## src/rtl/mem_arbiter.sv

```systemverilog
// Single-port memory sequencer shared by instruction fetch and data access.
// One access in flight at a time; fixed data priority with fetch anti-starvation.
module mem_arbiter #(
  parameter int ADDR_W  = 16,
  parameter int DATA_W  = 16,
  parameter int TIMEOUT = 255
) (
  input  logic              clk,
  input  logic              rst,
  input  logic              if_req,
  input  logic [ADDR_W-1:0] if_addr,
  output logic [DATA_W-1:0] if_rdata,
  output logic              if_ready,
  input  logic              d_read,
  input  logic              d_write,
  input  logic [ADDR_W-1:0] d_addr,
  input  logic [DATA_W-1:0] d_wdata,
  output logic [DATA_W-1:0] d_rdata,
  output logic              d_ready,
  input  logic              halt_in,
  output logic              mem_re,
  output logic              mem_we,
  output logic [ADDR_W-1:0] mem_addr,
  output logic [DATA_W-1:0] mem_wdata,
  input  logic [DATA_W-1:0] mem_rdata,
  input  logic              mem_rdy,
  output logic              stall_fetch,
  output logic              stall_mem,
  output logic              halted,
  output logic              err
);

  typedef enum logic [1:0] {
    IDLE, IACC, DACC, HALTED
  } state_t;

  state_t      state;
  logic        last_d;
  logic [7:0]  cnt;
  logic        if_cand;
  logic        d_cand;
  logic        grant_d;
  logic        grant_i;
  logic        done;
  logic [DATA_W-1:0] rdata_c;

  assign stall_fetch = if_req & ~if_ready;
  assign stall_mem   = (d_read | d_write) & ~d_ready;

  // a requester whose ready pulse is high has just been served
  assign if_cand = if_req & ~if_ready;
  assign d_cand  = (d_read | d_write) & ~d_ready;
  assign grant_d = d_cand & ~(last_d & if_cand);
  assign grant_i = if_cand & ~grant_d;

  assign done    = mem_rdy | (cnt == 8'(TIMEOUT));
  assign rdata_c = mem_rdy ? mem_rdata : '1;

  always_ff @(posedge clk or posedge rst) begin
    if (rst) begin
      state     <= IDLE;
      last_d    <= 1'b0;
      cnt       <= '0;
      mem_re    <= 1'b0;
      mem_we    <= 1'b0;
      mem_addr  <= '0;
      mem_wdata <= '0;
      if_rdata  <= '0;
      d_rdata   <= '0;
      if_ready  <= 1'b0;
      d_ready   <= 1'b0;
      halted    <= 1'b0;
      err       <= 1'b0;
    end else begin
      if_ready <= 1'b0;
      d_ready  <= 1'b0;
      unique case (state)
        IDLE: begin
          if (halt_in) begin
            state  <= HALTED;
            halted <= 1'b1;
          end else if (grant_d) begin
            state     <= DACC;
            mem_addr  <= d_addr;
            mem_wdata <= d_wdata;
            mem_we    <= d_write;
            mem_re    <= ~d_write;
            last_d    <= 1'b1;
            cnt       <= '0;
          end else if (grant_i) begin
            state    <= IACC;
            mem_addr <= if_addr;
            mem_re   <= 1'b1;
            mem_we   <= 1'b0;
            last_d   <= 1'b0;
            cnt      <= '0;
          end
        end
        IACC, DACC: begin
          if (done) begin
            if (state == IACC) begin
              if_rdata <= rdata_c;
              if_ready <= 1'b1;
            end else begin
              if (mem_re) d_rdata <= rdata_c;
              d_ready <= 1'b1;
            end
            if (!mem_rdy) err <= 1'b1;
            mem_re <= 1'b0;
            mem_we <= 1'b0;
            state  <= IDLE;
          end else begin
            cnt <= cnt + 8'd1;
          end
        end
        HALTED: begin
          mem_re <= 1'b0;
          mem_we <= 1'b0;
          halted <= 1'b1;
        end
      endcase
    end
  end

endmodule

```

## config.mk

```make
export PLATFORM = sky130hd
export DESIGN_NAME = mem_arbiter
export DESIGN_NICKNAME = d
export VERILOG_FILES = /design/src/rtl/mem_arbiter.sv
export SDC_FILE = /design/constraint.sdc
export NUM_CORES = 1
export LEC_CHECK = 0
export ABC_AREA = 0
export CAP_MARGIN = 25
export CORE_UTILIZATION = 44
export CTS_CLUSTER_DIAMETER = 50
export CTS_CLUSTER_SIZE = 12
export DETAILED_ROUTE_END_ITERATION = 10
export GPL_TIMING_DRIVEN = 0
export MAX_ROUTING_LAYER = met4
export PLACE_DENSITY = 0.83
export SETUP_SLACK_MARGIN = 0.1
export SLEW_MARGIN = 40
export SYNTH_ARGS = -nofsm -noshare
export SYNTH_HDL_FRONTEND = slang
export SYNTH_SLANG_ARGS = --single-unit
```

## constraint.sdc

```tcl
create_clock -name clk -period 3.1 [get_ports clk]
set_input_delay 0.62 -clock clk [delete_from_list [all_inputs] [get_ports clk]]
set_output_delay 0.62 -clock clk [all_outputs]
set_load 0.1 [all_outputs]
```

# --- After elaboration in Yosys (flattened, before gate mapping) ---
# Cells that the tools add are included.
classes:
  add_sub_neg: 1
  n_eq_ne: 10
  muxes: 31
  n_bitwise: 15
  n_reduce_logical: 14
ops:
  columns: ["op", "count"]
  rows:
  - ["$mux W16", 3]
  - ["$mux W8", 4]
  - ["$reduce_and A3 Y1", 6]
  - ["$pmux W8 S2", 1]
  - ["$mux W1", 15]
  - ["$add A8 B1 Y8 const B", 1]
  - ["$eq A8 B8 Y1 const B", 1]
  - ["$mux W2", 4]
  - ["$ne A2 B2 Y1 const B", 4]
  - ["$not A1 Y1", 8]
  - ["$reduce_and A4 Y1", 2]
  - ["$pmux W1 S3", 2]
  - ["$reduce_bool A2 Y1", 3]
  - ["$and A1 B1 Y1", 5]
  - ["$eq A2 B2 Y1 const B", 2]
  - ["$ne A4 B4 Y1 const B", 1]
  - ["$pmux W2 S2", 1]
  - ["$ne A3 B3 Y1 const B", 1]
  - ["$eq A2 B1 Y1 const B", 1]
  - ["$logic_not A2 Y1", 1]
  - ["$or A1 B1 Y1", 2]
  - ["$pmux W1 S2", 1]
  - ["$reduce_and A2 Y1", 1]
  - ["$reduce_or A2 Y1", 1]
word_totals:
  ff_bits: 81
  input_bits: 71
  out_inout_bits: 72

# --- Depth between registers and ports, before layout ---
depth:
  depth_word: 11
  depth_mapped: 8
  depth_no_buf: 6

# --- Worst setup path after synthesis ---
# Ideal clock, no wire load.
synth_path:
  path_type: "register to register"
  from: "reg if_ready"
  to: "reg mem_wdata[0]"
  setup_ns: 0.126
  t_arrival_ns: 2.718
  path_slack_ns: 0.256
  path_stages_with_launch: 7
  cell_sequence: "dfrtp_1 nand2b_1 inv_1 a21oi_1 nand2_1 buf_2 mux2_2"
synth_via:
  elab_chain_len: 6
synth_rtl:
  columns: ["element", "line", "text"]
  rows:
  - ["start, declared", "13", "output logic if_ready,"]
  - ["start signal, assigned", "70", "if_ready <= 1'b0;"]
  - ["start signal, assigned", "75", "if_ready <= 1'b0;"]
  - ["start signal, assigned", "103", "if_ready <= 1'b1;"]
  - ["$not A1 Y1", null, null]
  - ["$and A1 B1 Y1", null, null]
  - ["via stall_fetch", "27", "output logic stall_fetch,"]
  - ["$and A1 B1 Y1", "53", "assign grant_d = d_cand & ~(last_d & if_cand);"]
  - ["$not A1 Y1", "53", null]
  - ["$and A1 B1 Y1", "53", null]
  - ["$reduce_and A3 Y1 (no line)", null, null]
  - ["end signal, assigned", "85", "mem_wdata <= d_wdata;"]
  - ["end, declared", "24", "output logic [DATA_W-1:0] mem_wdata,"]
# The timed path passes the listed nets, and every way through them passes these cells.
# A chain may end at the register's enable or synchronous reset.

# --- Final worst setup path ---
layout_path:
  from: "in d_write"
  to: "reg mem_addr[5]"
layout_via:
  elab_chain_len: 7
  word_cells_on_any_way: 8
  classes_between: "mux: 1; bitwise: 5; reduce/logical: 2"
layout_rtl:
  columns: ["element", "line", "text"]
  rows:
  - ["start, declared", "15", "input logic d_write,"]
  - ["$or A1 B1 Y1 (*)", "52", "assign d_cand = (d_read | d_write) & ~d_ready;"]
  - ["$and A1 B1 Y1 (*)", "52", null]
  - ["$and A1 B1 Y1 (*)", "53", null]
  - ["$not A1 Y1", "54", "assign grant_i = if_cand & ~grant_d;"]
  - ["$and A1 B1 Y1", "54", null]
  - ["$reduce_bool A2 Y1 (no line)", null, null]
  - ["$reduce_and A3 Y1 (no line)", null, null]
  - ["end signal, assigned", "84", "mem_addr <= d_addr;"]
  - ["end signal, assigned", "92", "mem_addr <= if_addr;"]
  - ["end, declared", "23", "output logic [ADDR_W-1:0] mem_addr,"]
# Every way passes the cells marked *; elsewhere a longest branch is shown, timed or not.

==> impl_metrics.env <==
export IMPL_clock_path_buffers=2
export IMPL_r2r_cells=7
export IMPL_max_cap_viol_count=0
export IMPL_clk_pin_slew_ps=80
export IMPL_htreeDepth=3
export IMPL_cts_resized=0
export IMPL_critPathKind="primary input to register"
export IMPL_min_path_cells=1
export IMPL_tightestPinTransition_ps=578
export IMPL_syn_to_final_growth_pct=39.8
export IMPL_gp_congestion=0.864
export IMPL_ys_ff_latch=81
export IMPL_grtUsageTotal_pct=22.5
export IMPL_io_buffers=142
export IMPL_ys_seq_area_share_pct=55.7
export IMPL_ys_warn_count=0
export IMPL_dpl_hpwl_um=6450
export IMPL_num_vias=2965
export IMPL_setup_worst_path_start_class="primary input"
export IMPL_drive_above_1_share_pct=32.1
export IMPL_grt_max_degree=52
export IMPL_ios=143
export IMPL_setup_viol=0
export IMPL_antennaDiodeCount=0
export IMPL_via_per_inst=5.18
export IMPL_cp_arrival_ps=2790
export IMPL_root_buffer="clkbuf_8"
export IMPL_pre_cts_ws_ps=302
export IMPL_finalNetCount=541
export IMPL_ant_nets=0
export IMPL_postSynthCellCount=311
export IMPL_cts_buffers=9
export IMPL_netlist_area_um2=3640
export IMPL_post_cts_buffers=0
export IMPL_status="complete, no violations"
export IMPL_grt_pass1_wl_um=14500
export IMPL_die_h_um=92.9
export IMPL_grt_pass1_vias=3177
export IMPL_avgRoutedWirePerCell_um=15.5
export IMPL_syn_nets=387
export IMPL_clock_skew_ps=13.8
export IMPL_gr_total_overflow=0
export IMPL_period_share_pct=82.3
export IMPL_drcViolationCount=0
export IMPL_slew_headroom_pct=61.4
export IMPL_netlist_cell_type_count=39
export IMPL_hold_viol=0
export IMPL_cts_sinks=81
export IMPL_rsz0062_at_grt="no"
export IMPL_dieWidth_um=92.9
export IMPL_cp_required_ps=3340
export IMPL_row_count=32
export IMPL_end_kind="register"
export IMPL_syn_avg_cell_area_um2=11.7
export IMPL_wirelength_um=8870
export IMPL_drtPass1Iterations=5
export IMPL_cp_max_fo=10
export IMPL_setup_ws_ps=547
export IMPL_ctsHoldBuffers=0
export IMPL_slew_viol_final=0
export IMPL_dieArea_um2=8630
export IMPL_design_core_area_um2=7850
export IMPL_worstSkewPairLatency_ps=350
export IMPL_drt_iter0_markers=171
export IMPL_grt_antenna_before_repair=0
export IMPL_max_freq_mhz=392
export IMPL_period_minus_slack_ps=2550
export IMPL_cts_tree="done"
export IMPL_worstHoldPathType="register to register"
export IMPL_start_util_pct=46.3
## critical path, stage by stage
cell,delay (ps)
clkdlybuf4s50_1,430
o21bai_1,480
a21o_1,140
clkbuf_1,310
clkbuf_1,430
nand2_1,120
a31oi_1,270
## registers in the layout, summed over array words and instances, names as in the netlist
register and cells:
d_rdata 16, mem_we 1, mem_addr 16, last_d 1, state 2, err 1, d_ready 1, mem_re 1
if_ready 1, if_rdata 16, halted 1, cnt 8, mem_wdata 16
## cell families after synthesis
family          count (synthesis)  synth area share [%]
flops                          81                  55.7
mux                            50                  16.5
fa+ha+maj                       5                  1.72
simple gates                  102                  13.5
buf+inv                        24                  2.79
compound gates                 49                  9.70
## placed cells by master (no fill, tap or decap), drive strengths merged, types with 3 or more instances in the layout
cell / netlist / final
dfrtp: 81 / 81
buf: 4 / 77
clkdlybuf4s50: 0 / 70
mux2: 50 / 50
nand2: 43 / 43
nor2: 22 / 22
clkbuf: 11 / 21
nand2b: 20 / 20
a31oi: 17 / 17
inv: 9 / 10
o21ai: 8 / 8
ha: 5 / 5
nand3: 4 / 4
a21oi: 3 / 3
or4: 3 / 3
o31ai: 3 / 3
nor2b: 3 / 3
o211ai: 3 / 3
nand3b: 3 / 3
## worst paths after layout
check / to / slack [ps] / startpoint
worst max-delay path: mem_addr[5] / 550 / d_write
worst min-delay path: halted / 490 / halted
worst max register to register: d_rdata[7] / 710 / state[1]
worst min register to register: halted / 490 / halted
max in group asynchronous: mem_we / 1960 / rst
min in group asynchronous: mem_wdata[1] / 610 / rst
## cells in the mapped netlist
| cell type | n | share of area [%] |
|---|---|---|
| clkbuf_1 | 11 | 1.1 |
| o2bb2ai_1 | 2 | 0.48 |
| nand3b_2 | 1 | 0.31 |
| o311ai_1 | 1 | 0.24 |
| inv_1 | 8 | 0.83 |
| nand2_2 | 2 | 0.34 |
| buf_6 | 1 | 0.31 |
| a41o_1 | 1 | 0.28 |
| a21o_1 | 2 | 0.41 |
| o21ai_0 | 8 | 1.1 |
| o31a_1 | 2 | 0.48 |
| nand2b_1 | 20 | 3.4 |
| a21boi_0 | 1 | 0.21 |
| a32o_1 | 1 | 0.28 |
| a31o_2 | 1 | 0.24 |
| ha_1 | 5 | 1.7 |
| o221ai_1 | 1 | 0.24 |
| o21bai_1 | 2 | 0.41 |
| nand3_1 | 3 | 0.41 |
| inv_2 | 1 | 0.10 |
| or4_1 | 3 | 0.62 |
| mux2_2 | 40 | 12 |
| a21oi_1 | 3 | 0.41 |
| nor4_1 | 1 | 0.17 |
| nand3b_1 | 2 | 0.41 |
| dfrtp_1 | 81 | 56 |
| o31ai_1 | 3 | 0.62 |
| o211ai_1 | 3 | 0.62 |
| nor2b_1 | 3 | 0.52 |
| and2_1 | 1 | 0.17 |
| and3_1 | 1 | 0.17 |
| nand3_2 | 1 | 0.28 |
| or2_0 | 1 | 0.17 |
| buf_2 | 3 | 0.41 |
| nand2_1 | 41 | 4.2 |
| mux2_4 | 10 | 4.1 |
| nor2_1 | 22 | 2.3 |
| o41ai_4 | 1 | 0.76 |
| a31oi_1 | 17 | 2.9 |
## layer usage
metal,vias to the layer above,GRT usage (%),wire (µm)
met5,-,-,0
met4,0,9.62,231
met3,19,6.57,665
met2,133,35.5,4250
met1,1426,27.1,3720
li1,1387,-,-
## per-stage QoR
step / setup TNS (ps) / cell area [µm²] / hold slack, ps / utilization [%] / std cells
after global placement: -69870 / 5180 / 469 / 66.1 / 555
after CTS: 0 / 5080 / 494 / 64.8 / 572
after global routing: 0 / 5080 / 517 / 64.8 / 572
after detailed placement: 0 / 4860 / 461 / 61.9 / 556
final: 0 / 5080 / 488 / 64.8 / 572
after floorplan: 0 / 3640 / 481 / - / 311
## cell type report
class	count	area, µm²
Fill cell	625	2760
Sequential cell	81	2030
Multi-Input combinational cell	206	1510
Timing Repair Buffer	143	1090
Clock buffer	10	138
Tap cell	102	128
Clock inverter	6	90.1
Buffer	15	67.6
Inverter	9	38.8
Power is not shown: default switching activity piles up to over one toggle a cycle in this logic, so the estimate is an artifact.
